==> src/rtl/acq_pkg.sv <==
// Shared acquisition-path definitions: result width, entry packing, FWFT output state.
package acq_pkg;

    localparam int unsigned ADC_RESULT_WIDTH = 24;

    // Entry layout is {diap, ch2, ch1}; the formatter unpacks with the same constants.
    localparam int unsigned ENTRY_W  = 2 * ADC_RESULT_WIDTH + 1;
    localparam int unsigned DIAP_BIT = ENTRY_W - 1;

    // Output register state: EMPTY holds nothing, VALID presents the head entry.
    typedef enum logic {
        OutEmpty = 1'b0,
        OutValid = 1'b1
    } out_state_e;

    // Entry width for an arbitrary channel word width.
    function automatic int unsigned entry_width(input int unsigned data_w);
        return 2 * data_w + 1;
    endfunction

endpackage

==> src/rtl/fifo_ram_2p.sv <==
// Two-port storage array: synchronous write, asynchronous read, no reset.
module fifo_ram_2p #(
    parameter int unsigned AddrW = 3,
    parameter int unsigned Width = 49
) (
    input  logic             clk_i,
    input  logic             we_i,
    input  logic [AddrW-1:0] waddr_i,
    input  logic [Width-1:0] wdata_i,
    input  logic [AddrW-1:0] raddr_i,
    output logic [Width-1:0] rdata_o
);

    localparam int unsigned Depth = 2 ** AddrW;

    logic [Width-1:0] mem_q [Depth];

    // Write port: one entry per enabled clock edge.
    always_ff @(posedge clk_i) begin
        if (we_i) begin
            mem_q[waddr_i] <= wdata_i;
        end
    end

    assign rdata_o = mem_q[raddr_i];

endmodule

==> src/rtl/adc_result_fifo.sv <==
// Buffers completed ADC result pairs plus mode tag in a first-word-fall-through FIFO.
// The head entry lives in output registers; the RAM only holds entries behind it.
module adc_result_fifo
    import acq_pkg::*;
#(
    parameter int unsigned DATA_WIDTH = ADC_RESULT_WIDTH,
    parameter int unsigned DEPTH_LOG2 = 3,
    parameter int unsigned DROP_WIDTH = 8
) (
    input  logic                  clk,
    input  logic                  rst,
    input  logic                  complete,
    input  logic                  read_diapason,
    input  logic [DATA_WIDTH-1:0] data_in_1,
    input  logic [DATA_WIDTH-1:0] data_in_2,
    output logic                  out_valid,
    input  logic                  out_ready,
    output logic [DATA_WIDTH-1:0] out_data_1,
    output logic [DATA_WIDTH-1:0] out_data_2,
    output logic                  out_diap,
    output logic [DEPTH_LOG2:0]   level,
    output logic                  overflow,
    output logic [DROP_WIDTH-1:0] drop_count,
    input  logic                  clear_ovf
);

    localparam int unsigned EntryW  = entry_width(DATA_WIDTH);
    localparam int unsigned DiapBit = EntryW - 1;
    localparam logic [DEPTH_LOG2:0] LevelFull = {1'b1, {DEPTH_LOG2{1'b0}}};
    localparam logic [DROP_WIDTH-1:0] DropOne = {{(DROP_WIDTH-1){1'b0}}, 1'b1};

    logic                  c1_q, c2_q;
    logic                  cap, pop, full, accept, drop, load, mem_empty;
    logic [DEPTH_LOG2-1:0] wr_ptr_q, wr_ptr_d, rd_ptr_q, rd_ptr_d;
    logic [DEPTH_LOG2:0]   level_q, level_d;
    out_state_e            state_q, state_d;
    logic [EntryW-1:0]     head_q, head_d, cap_entry, ram_rdata;
    logic                  ram_we;
    logic                  overflow_q, overflow_d;
    logic [DROP_WIDTH-1:0] drop_q, drop_d;

    // Upstream data settles one cycle after complete rises, so capture on the delayed edge.
    assign cap       = c1_q & ~c2_q;
    assign cap_entry = {read_diapason, data_in_2, data_in_1};

    assign pop       = (state_q == OutValid) & out_ready;
    assign full      = (level_q == LevelFull);
    assign accept    = cap & (~full | pop);
    assign drop      = cap & full & ~pop;
    assign mem_empty = (wr_ptr_q == rd_ptr_q);
    // Output regs need refilling when empty or when the head leaves this edge.
    assign load      = (state_q == OutEmpty) | pop;

    fifo_ram_2p #(
        .AddrW (DEPTH_LOG2),
        .Width (EntryW)
    ) u_ram (
        .clk_i   (clk),
        .we_i    (ram_we),
        .waddr_i (wr_ptr_q),
        .wdata_i (cap_entry),
        .raddr_i (rd_ptr_q),
        .rdata_o (ram_rdata)
    );

    // Complete edge-detect pipeline.
    always_ff @(posedge clk or posedge rst) begin
        if (rst) begin
            c1_q <= 1'b0;
            c2_q <= 1'b0;
        end else begin
            c1_q <= complete;
            c2_q <= c1_q;
        end
    end

    // FWFT output state, head register and pointer next-state.
    always_comb begin
        state_d  = state_q;
        head_d   = head_q;
        rd_ptr_d = rd_ptr_q;
        wr_ptr_d = wr_ptr_q;
        ram_we   = 1'b0;
        if (load) begin
            if (!mem_empty) begin
                head_d   = ram_rdata;
                rd_ptr_d = rd_ptr_q + 1'b1;
                state_d  = OutValid;
                if (accept) begin
                    ram_we   = 1'b1;
                    wr_ptr_d = wr_ptr_q + 1'b1;
                end
            end else if (accept) begin
                // Nothing queued behind the head: bypass straight into the output regs.
                head_d  = cap_entry;
                state_d = OutValid;
            end else begin
                state_d = OutEmpty;
            end
        end else if (accept) begin
            ram_we   = 1'b1;
            wr_ptr_d = wr_ptr_q + 1'b1;
        end
    end

    // Occupancy counts the presented head as well as queued entries.
    always_comb begin
        level_d = level_q;
        case ({accept, pop})
            2'b10:   level_d = level_q + 1'b1;
            2'b01:   level_d = level_q - 1'b1;
            default: level_d = level_q;
        endcase
    end

    // Drop bookkeeping; a drop in the same cycle as clear_ovf wins and counts as the first.
    always_comb begin
        overflow_d = overflow_q;
        drop_d     = drop_q;
        if (drop) begin
            overflow_d = 1'b1;
            if (clear_ovf) begin
                drop_d = DropOne;
            end else if (!(&drop_q)) begin
                drop_d = drop_q + 1'b1;
            end
        end else if (clear_ovf) begin
            overflow_d = 1'b0;
            drop_d     = '0;
        end
    end

    // State registers for the FIFO body.
    always_ff @(posedge clk or posedge rst) begin
        if (rst) begin
            state_q    <= OutEmpty;
            head_q     <= '0;
            rd_ptr_q   <= '0;
            wr_ptr_q   <= '0;
            level_q    <= '0;
            overflow_q <= 1'b0;
            drop_q     <= '0;
        end else begin
            state_q    <= state_d;
            head_q     <= head_d;
            rd_ptr_q   <= rd_ptr_d;
            wr_ptr_q   <= wr_ptr_d;
            level_q    <= level_d;
            overflow_q <= overflow_d;
            drop_q     <= drop_d;
        end
    end

    assign out_valid  = (state_q == OutValid);
    assign out_data_1 = head_q[DATA_WIDTH-1:0];
    assign out_data_2 = head_q[2*DATA_WIDTH-1:DATA_WIDTH];
    assign out_diap   = head_q[DiapBit];
    assign level      = level_q;
    assign overflow   = overflow_q;
    assign drop_count = drop_q;

endmodule
==> config.mk <==
export PLATFORM = sky130hd
export DESIGN_NAME = adc_result_fifo
export DESIGN_NICKNAME = d
export VERILOG_FILES = /design/src/rtl/acq_pkg.sv /design/src/rtl/fifo_ram_2p.sv /design/src/rtl/adc_result_fifo.sv
export SDC_FILE = /design/constraint.sdc
export NUM_CORES = 1
export LEC_CHECK = 0
export BUFFER_PORTS_ARGS = -buffer_cell sky130_fd_sc_hd__buf_2
export CAP_MARGIN = 10
export CORE_MARGIN = 5
export CORE_UTILIZATION = 65
export CTS_CLUSTER_SIZE = 28
export DETAILED_ROUTE_END_ITERATION = 10
export PLACE_DENSITY = 0.85
export SETUP_SLACK_MARGIN = 0.1
export SLEW_MARGIN = 20
export SYNTH_ARGS = -nofsm -noshare
export SYNTH_HDL_FRONTEND = slang
export SYNTH_SLANG_ARGS = --single-unit
export TNS_END_PERCENT = 5
==> constraint.sdc <==
create_clock -name clk -period 10.7 [get_ports clk]
set_clock_uncertainty 0.05 [all_clocks]
set_input_delay 0.535 -clock clk [delete_from_list [all_inputs] [get_ports clk]]
set_output_delay 0.535 -clock clk [all_outputs]
set_load 0.1 [all_outputs]
== Yosys cells after proc, flatten, opt, wreduce, memory -nomap -nowiden ==
Memories as Yosys holds them, arrays and structs flattened.
Cells that the tools add are included.
Storage, ports and cells
  memory bits (writable): 392
  memory bits (read-only): 0
  latch bits: 0
  flip-flop bits (word level): 71
  memories kept: 1
Memory list
  u_ram.mem_q: depth 8, bits a word 49, rd ports 1, clocked after memory_dff 0, write ports 1, line fifo_ram_2p.sv:16  | logic [Width-1:0] mem_q [Depth];
Operators by class
  multipliers: 0
  equality and inequality tests: 7
  reduce and logical (&&, ||, !) cells: 6
  bitwise gates (word level): 12
  magnitude comparators: 0
  mux-type cells: 18
  div/mod/pow operators: 0
  shift operators: 0
  $add $sub $neg: 5
Operators with widths (number)
  two-way mux 49 bit: 2
  two-way mux 8 bit: 4
  two-way mux 3 bit: 3
  adder 8 x 1 -> 8 bit (second input constant): 1
  two-way mux 1 bit: 8
  one-hot mux 4 bit (2 select lines): 1
  AND reduction 8 bit: 1
  adder 3 x 1 -> 3 bit (second input constant): 2
  inequality test 2 bit (second input constant): 3
  AND reduction 2 bit: 3
  bitwise AND 1 bit: 5
  inverter 1 bit: 5
  adder 4 x 1 -> 4 bit (second input constant): 1
  == test 4 bit (second input constant): 1
  nonzero test 2 bit: 2
  subtractor 4 x 1 -> 4 bit (second input constant): 1
  == test 3 bit: 1
  == test 2 x 1 -> 1 bit (second input constant): 1
  == test 2 bit (second input constant): 1
  OR 1 bit: 2

== Depth between registers and ports, before layout ==
Gate-level depths: netlist of run 1.
  word-level depth: 9
  depth in mapped cells: 10
  depth with buffers taken out: 10

== By module ==
From an unflattened synthesis of run 1, not the netlist that was laid out.
Second synthesis, totals
  cell total of the unflattened synthesis: 965
  area total of the unflattened synthesis: 18686.7 sq um
Modules (own cells, without submodules)
  fifo_ram_2p: seq. area each 11771.3 sq um, times used 1, area each 14761.7 sq um, cells each 579
  adc_result_fifo: seq. area each 1776.7 sq um, times used 1, area each 3925.0 sq um, cells each 386

== Worst setup path after synthesis of run 1 ==
OpenSTA, ideal clock, no wires.
  path type: reg2reg
  start point: register state_q (netlist: out_valid)
  end point: memory u_ram.mem_q[1][0] (enable)
  library setup time: 0.516 ns
  slack: 5.160 ns
  data arrival time: 4.974 ns
  period minus slack after synthesis: 5.540 ns
  stages on the path, launching flop included: 5
  data required time: 10.134 ns
  cell sequence: dfrtp_1 and2_1 o21a_1 nand3_1 nor3_1
Between the ends
  cells in the longest elaborated chain, start to end: 8
  elaborated cells between the ends (all ways): 10
  classes of those cells: mux (5); bitwise (5)
Ends and longest elaborated chain
  from (decl): line adc_result_fifo.sv:36  | out_state_e state_q, state_d;
  from (signal assigned): line adc_result_fifo.sv:136  | state_q <= OutEmpty;
  from (signal assigned): line adc_result_fifo.sv:144  | state_q <= state_d;
  bitwise AND 1 bit: line adc_result_fifo.sv:46  | assign pop = (state_q == OutValid) & out_ready;
  OR 1 bit: line adc_result_fifo.sv:48  | assign accept = cap & (~full | pop);
  bitwise AND 1 bit: line adc_result_fifo.sv:48
  two-way mux 1 bit: line adc_result_fifo.sv:89, adc_result_fifo.sv:100
  two-way mux 1 bit: line adc_result_fifo.sv:85  | if (!mem_empty) begin
  two-way mux 1 bit (*): line adc_result_fifo.sv:84  | if (load) begin
  two-way mux 1 bit (*): line fifo_ram_2p.sv:20  | if (we_i) begin
  two-way mux 1 bit (not written as such) (*): line fifo_ram_2p.sv:21  | mem_q[waddr_i] <= wdata_i;
  to (decl): line fifo_ram_2p.sv:16
Every way passes the cells marked *; elsewhere a longest branch is shown, timed or not.

== Final worst setup path of run 1 ==
  start point: register rd_ptr_q[1]
  end point: memory u_ram.mem_q[4][25] (enable)
Between the ends
  cells in the longest elaborated chain, start to end: 5
Ends and longest elaborated chain
  from (decl): line adc_result_fifo.sv:34  | logic [DEPTH_LOG2-1:0] wr_ptr_q, wr_ptr_d, rd_ptr_q, rd_ptr_d;
  from (signal assigned): line adc_result_fifo.sv:146  | rd_ptr_q <= rd_ptr_d;
  == test 3 bit: line adc_result_fifo.sv:50  | assign mem_empty = (wr_ptr_q == rd_ptr_q);
  two-way mux 1 bit: line adc_result_fifo.sv:85
  two-way mux 1 bit: line adc_result_fifo.sv:84
  two-way mux 1 bit: line fifo_ram_2p.sv:20
  two-way mux 1 bit (not written as such): line fifo_ram_2p.sv:21
Every way passes these cells.

==> results of run 1 <==
==> layout make-up <==
type / count / area share [%]
sequential: 463 / 66.7
multi-input combinational: 342 / 20.3
clock buffer: 61 / 6.24
timing repair buffer: 133 / 3.52
tap: 341 / 2.10
clock inverter: 23 / 1.05
inverter: 7 / 0.135
==> where the power goes <==
group          switching [W]  total, W  internal, W
logic                0.00147   0.00219     0.000728
registers           0.000225   0.00244      0.00221
clock network       0.000646   0.00157     0.000928
total                0.00234   0.00621      0.00387
==> flip-flops by register name (all words and copies together), names as in the netlist <==
| name | count |
|---|---|
| c1_q | 1 |
| c2_q | 1 |
| drop_count | 8 |
| head_q | 49 |
| level | 4 |
| out_valid | 1 |
| overflow | 1 |
| rd_ptr_q | 3 |
| u_ram.mem_q | 392 |
| wr_ptr_q | 3 |
==> per-layer routing <==
layer  up-vias  track usage, %  routed length [µm]
li1       3829               -                   -
met1      4867            35.2               14900
met2       467            42.6               19600
met3        74            4.61                2860
met4         2            6.50                 909
met5         -               0                  13
==> stage by stage <==
step | power, W | worst slack (ps) | utilization [%] | cells
2_1_floorplan | 0.00416 | 5160 | - | 859
3_3_place_gp | 0.00459 | 6950 | 69.9 | 1286
3_5_place_dp | 0.00464 | 6840 | 69.9 | 1286
4_1_cts | 0.00625 | 6720 | 75.4 | 1370
5_1_grt | 0.00646 | 6560 | 75.4 | 1370
6_report | 0.00621 | 6690 | 75.4 | 1370
==> Yosys cell counts (4+ instances only) <==
cell type and number:
buf_1 7, mux2_2 4, nor2_1 55, xor2_1 5, nor3_1 7, a211oi_1 9
clkbuf_1 29, edfxtp_1 392, mux4_2 98, nand3_1 8, nand2_1 6, ha_1 6
a21oi_1 6, buf_2 10, or4_1 4, xnor2_1 7, inv_1 7, mux2i_1 46
nand2b_1 5, a221o_1 46, dfrtp_1 71, o21ai_0 4, nor2b_1 6
==> cells by family after synthesis <==
family	share of synthesized area, %
mux	15.2
flops	76.1
buf+inv	1.25
simple gates	2.82
compound gates	3.64
fa+ha+maj	0.421
xor+xnor	0.590
==> worst min-delay path by stage <==
| stage | start | end | slack (ps) | cells after the start |
|---|---|---|---|---|
| 2_1_floorplan | c1_q | c2_q | 320 | 0 |
| 3_3_place_gp | c1_q | c2_q | 360 | 0 |
| 3_5_place_dp | c1_q | c2_q | 360 | 0 |
| 4_1_cts | complete | c1_q | 40 | 1 |
| 5_1_grt | complete | c1_q | 50 | 1 |
| 6_report | complete | c1_q | 60 | 1 |
==> key figures, run 1 <==
Timing
  • Crit share post-route: 37.5%
  • Worst slew pin tran: 1130 ps
  • Final min period: about 4000 ps
  • Setup_tns: 0 ps
  • Worst hold slack: around 57 ps
  • Setup-failing EPs final: 0
  • RSZ-0062 raised after global routing: no
  • Slew headroom: 24.9%
  • Max Freq: around 0.25 GHz
  • Hold Vio Cnt, Final: 0
  • Slew Limit Fails: 0

Global routing
  • GRT overflow: 0
  • Largest net degree at the start of global routing: 72
  • Initial antenna violation count: 1
  • First-pass GRT wire length: 58.9 mm
  • Total global-route track usage: 25.3%
  • Vias in the first global route: 9,708

Pwr
  • Power density over the cells: ~310 nW/µm²
  • Static Leakage: slightly above 7 nW
  • Peak supply drop: 317 µV

Die
  • Row count: 60
  • Die Span Y: around 180 µm
  • Core Region: 27,000 µm²
  • Initial Utilization: around two thirds
  • Die footprint: between 30,000 and 40,000 µm²
  • Io pins: 117
  • Die outline width: 176 µm

Place
  • RePlAce Congestion: between 0.7 and 0.8
  • Placed Instance Area: about 19,000 µm²
  • Port Buffers: around 120
  • Placed wire-length estimate: 19.6 mm

Final layout
  • Area growth from synthesis to layout: 14.1%
  • Ratio of cells with drive above 1 in the final layout: 30.9%
  • Commonest non-fill, non-tap cell in the layout: edfxtp_1
  • Most frequent cells in the layout: edfxtp_1, buf_2, mux4_2, dfrtp_1, nor2_1
  • Sequential cell area: 13,600 µm²
  • Footprint of the multi-input gates: a little over 4000 µm²
  • Final Net Count: approximately 1,100
  • N_diodes: 0
  • Layout fillers: 1,445
  • Post-route design area: approximately 20,000 µm²

Detailed routing
  • First DRT Iteration DRCs: between 800 and 900
  • Via density: a little under 7
  • DRT Wirelength: ~38 mm
  • Final ANT Viol Nets: 0
  • Residual DRC count: 0
  • Detailed-router iteration count before antenna repair: 5
  • Routed wire per std cell: 27.9 µm
  • Routed via count: between 9,000 and 10,000

Setup path
  • Number of cells on the critical path: 5
  • CP bufs+invs: 1
  • Startpoint Class: register
  • CP endpoint kind: register
  • Reg2reg setup slack: ~6700 ps
  • WS Path Type: reg2reg
  • Crit path from: rd_ptr_q[1]
  • Slowest CP cell: dfrtp_4
  • Worst-path maximum fanout: 55
  • R2R Path End: u_ram.mem_q[4][25]
  • WP data required: approximately 11,000 ps
  • Worst reg2reg path depth: 5
  • Family with the most delay on the worst path: simple AND/OR/NAND/NOR gates
  • CP cell instances: xnor2_1, nand4_1, nand3b_1, nor2_4, buf_4
  • Worst setup endpoint: u_ram.mem_q[4][25]
  • Crit-path max cell delay: 1180 ps
  • Worst R2R Start: rd_ptr_q[1]
  • Worst EP arrival: 4130 ps

Logic synthesis
  • Distinct cells, synth: 40
  • Post-synth top flop: edfxtp_1
  • Largest cells by area after synthesis: edfxtp_1, mux4_2, dfrtp_1
  • Syn Nets: about 920
  • Yosys top cell area share: between 60 and 70%
  • Synthesis warning total: 0
  • Seq/Total Area, Yosys: 76.1%
  • Synth Area per Inst: 20.7 µm²
  • EDFF count, synth: between 300 and 400
  • Area leader, netlist: edfxtp_1
  • Cells after Synth: ~860
  • Asr flop ratio synth: 15.3%
  • Post-synthesis register bit count: about 460
  • Mapped Area: 17,800 µm²

Clock tree
  • Num Clock Sinks: approximately 460
  • Clock transition at the registers of the reported paths: ~60 ps
  • Worst-Skew Late Latency: approximately 540 ps
  • Cts-stage hold buffer count: 0
  • CTS H-tree lvls: 2
  • Post CTS Setup Buffer Count: 0
  • PostCTS Resize Cnt: 0
  • Clk buf depth: 3
  • CTS tree: built
  • Root buf cell: clkbuf_16
  • Num CTS Buffers: 45

Worst hold path
  • HP Class: in2reg

Status
  • Status: completed

Run
  • Maxcap violations: 0
No activity file was read; power rests on OpenSTA's default activity.
==> run 2, diff against run 1 <==
--- a/config.mk
+++ b/config.mk
@@ -8,10 +8,10 @@
 export BUFFER_PORTS_ARGS = -buffer_cell sky130_fd_sc_hd__buf_2
 export CAP_MARGIN = 10
 export CORE_MARGIN = 5
-export CORE_UTILIZATION = 65
+export CORE_UTILIZATION = 60
 export CTS_CLUSTER_SIZE = 28
 export DETAILED_ROUTE_END_ITERATION = 10
-export PLACE_DENSITY = 0.85
+export PLACE_DENSITY = 0.79
 export SETUP_SLACK_MARGIN = 0.1
 export SLEW_MARGIN = 20
 export SYNTH_ARGS = -nofsm -noshare
==> constraint.sdc (replaced) <==
create_clock -name clk -period 3.7 [get_ports clk]
set_clock_uncertainty 0.05 [all_clocks]
set_input_delay 0.185 -clock clk [delete_from_list [all_inputs] [get_ports clk]]
set_output_delay 0.185 -clock clk [all_outputs]
set_load 0.1 [all_outputs]
==> run 2 against run 1 <==
Against the previous run: sequential share of layout area down 1.9 points; sequential cell count unchanged; setup slack worse by 5900 ps; routed wire length down 2.3%; critical path type unchanged; largest cell class unchanged; largest power group unchanged.
==> key figures, run 2 (synthesized netlist as in run 1, its figures left out) <==
Pwr
  • Static Leakage: 7.33 nW (+3.3%)
  • Peak supply drop: 828 µV (+160%)
  • Power density over the cells: 849 nW/µm² (+180%)

Worst hold path
  • Min-delay src: out_ready
  • HP Class: in2reg
  • Hold Path Sink: rd_ptr_q[2]
  • Hold path depth: 4 (+3)

Clock tree
  • Clock transition at the registers of the reported paths: 60 ps (about the same)
  • Worst-Skew Late Latency: 560 ps (+20 ps)
  • Post CTS Setup Buffer Count: 0 (unchanged)
  • CTS H-tree lvls: 2 (unchanged)
  • CTS tree: built
  • Num Clock Sinks: 463 (unchanged)
  • Num CTS Buffers: 45 (unchanged)
  • Clk buf depth: 3 (unchanged)
  • Root buf cell: clkbuf_16

Die
  • Row count: 63 (+5.0%)
  • Initial Utilization: 60.4% (-5.7 points)
  • Core Region: 29,500 µm² (+9.4%)
  • Io pins: 117 (unchanged)
  • Die footprint: 33,200 µm² (+7.9%)
  • Die outline width: 182 µm (+3.9%)
  • Die Span Y: 182 µm (+3.9%)

Timing
  • Slew headroom: 28.8% (+4.0 points)
  • Setup-failing EPs final: 0 (unchanged)
  • RSZ-0062 raised after global routing: no
  • Worst hold slack: 186 ps (+129 ps)
  • Max Freq: 0.341 GHz (+37%)
  • Worst slew pin tran: 1070 ps (-59.3 ps)
  • Crit share post-route: 79.2% (+42 points)
  • Slew Limit Fails: 0 (unchanged)
  • Hold Vio Cnt, Final: 0 (unchanged)
  • Final min period: 2930 ps (-1080 ps)

Setup path
  • WP data required: 4140 ps (-6680 ps)
  • Worst R2R Start: rd_ptr_q[2]
  • Crit path from: rd_ptr_q[2]
  • WS Path Type: reg2reg
  • CP bufs+invs: 1 (unchanged)
  • Worst reg2reg path depth: 5 (unchanged)
  • Family with the most delay on the worst path: simple AND/OR/NAND/NOR gates
  • CP endpoint kind: register
  • R2R Path End: head_q[44]
  • Worst-path maximum fanout: 25 (-55%)
  • Slowest CP cell: nor2_4
  • Startpoint Class: register
  • Crit-path max cell delay: 750 ps (-430 ps)
  • Reg2reg setup slack: 770 ps (-5920 ps)
  • CP cell instances: xnor2_1, nand4_1, nor2_4, buf_4, a221o_1
  • Worst EP arrival: 3370 ps (-760 ps)

Final layout
  • Commonest non-fill, non-tap cell in the layout: edfxtp_1
  • Top reg by flops: u_ram.mem_q
  • Area growth from synthesis to layout: 17.5%
  • N_diodes: 0 (unchanged)
  • Fin util: 71.0% (-4.4 points)
  • Max reg flops: 392 (unchanged)
  • Ratio of cells with drive above 1 in the final layout: 29.9% (-1.0 points)
  • Fin cells: 1,478 (+7.9%)
  • Most frequent cells in the layout: edfxtp_1, buf_2, mux4_2, dfrtp_1, dlygate4sd3_1
  • Final Net Count: 1,112 (+5.7%)

Place
  • Port Buffers: 116 (unchanged)
  • Placed insts: 1,343 (+4.4%)
  • RePlAce Congestion: 0.745 (-1.4%)
  • Placed wire-length estimate: 20.7 mm (+5.3%)

Detailed routing
  • Final ANT Viol Nets: 0 (unchanged)
  • Routed wire per std cell: 25.3 µm (-9.5%)
  • DRT Wirelength: 37.4 mm (-2.3%)
  • First DRT Iteration DRCs: 744 (-17%)
  • Routed via count: 9,169 (-0.76%)
  • Detailed-router iteration count before antenna repair: 5 (unchanged)
  • Residual DRC count: 0 (unchanged)
  • Via density: 6.20 (-8.0%)

Run
  • Maxcap violations: 0 (unchanged)

Global routing
  • GRT overflow: 0 (unchanged)
  • Initial antenna violation count: 1 (unchanged)
  • Largest net degree at the start of global routing: 101 (+40%)
  • Vias in the first global route: 9,680 (-0.29%)
  • Total global-route track usage: 22.6% (-2.7 points)
  • First-pass GRT wire length: 57.5 mm (-2.4%)

Status
  • Status: completed
## run 2: worst min-delay path, delay by kind of cell
kind          cells  cell delay, ps
simple gates      2             380
buf+inv           1             100
xor+xnor          1              70
## run 2: metal layers
layer  routed length, µm  part of all wire (%)  GRT usage [%]  up-vias
met5                   7                 0.019              0        -
met2               19400                    52           38.5      362
met1               15100                    40           31.7     4821
li1                    -                     -              -     3942
met3                2380                   6.4           3.49       42
met4                 492                   1.3           5.07        2
## run 2: what timing repair did
action,CTS,global route
hold endpoints to repair,493,0
resized for setup,0,0
hold buffers,52,0
## run 2: worst max-delay path by stage
stage | slack (ps) | cells past startpoint | end
5_1_grt | 570 | 5 | head_q[29]
3_5_place_dp | 820 | 5 | head_q[27]
4_1_cts | 790 | 5 | head_q[27]
2_1_floorplan | -530 | 4 | u_ram.mem_q[5][0]
3_3_place_gp | 950 | 10 | level[2]
6_report | 770 | 5 | head_q[44]
## run 2: area by class of cell
| cell class | instances | area, µm² |
|---|---|---|
| well taps | 390 | 488 |
| fillers | 1747 | 8550 |
| flip-flops and latches | 463 | 13600 |
| multi-input cells | 342 | 4130 |
| repair buffers | 193 | 1310 |
| clock buffers | 59 | 1190 |
| inverters | 7 | 28.8 |
| clock inverters | 24 | 219 |
## run 2: power by group
part	switching (W)	internal, W
clock network	0.00190	0.00243
logic	0.00445	0.00219
registers	0.000396	0.00640
## run 2: metrics by stage
| stage | total power (W) | setup TNS [ps] | instance area, µm² | worst slack (ps) |
|---|---|---|---|---|
| final | 0.0178 | 0 | 20900 | 771 |
| after global routing | 0.0185 | 0 | 20900 | 571 |
| after CTS | 0.0179 | 0 | 20900 | 792 |
| after detailed placement | 0.0135 | 0 | 19000 | 821 |
| after global placement | 0.0134 | 0 | 19000 | 949 |
| after floorplan | 0.0120 | -187810 | 17800 | -532 |
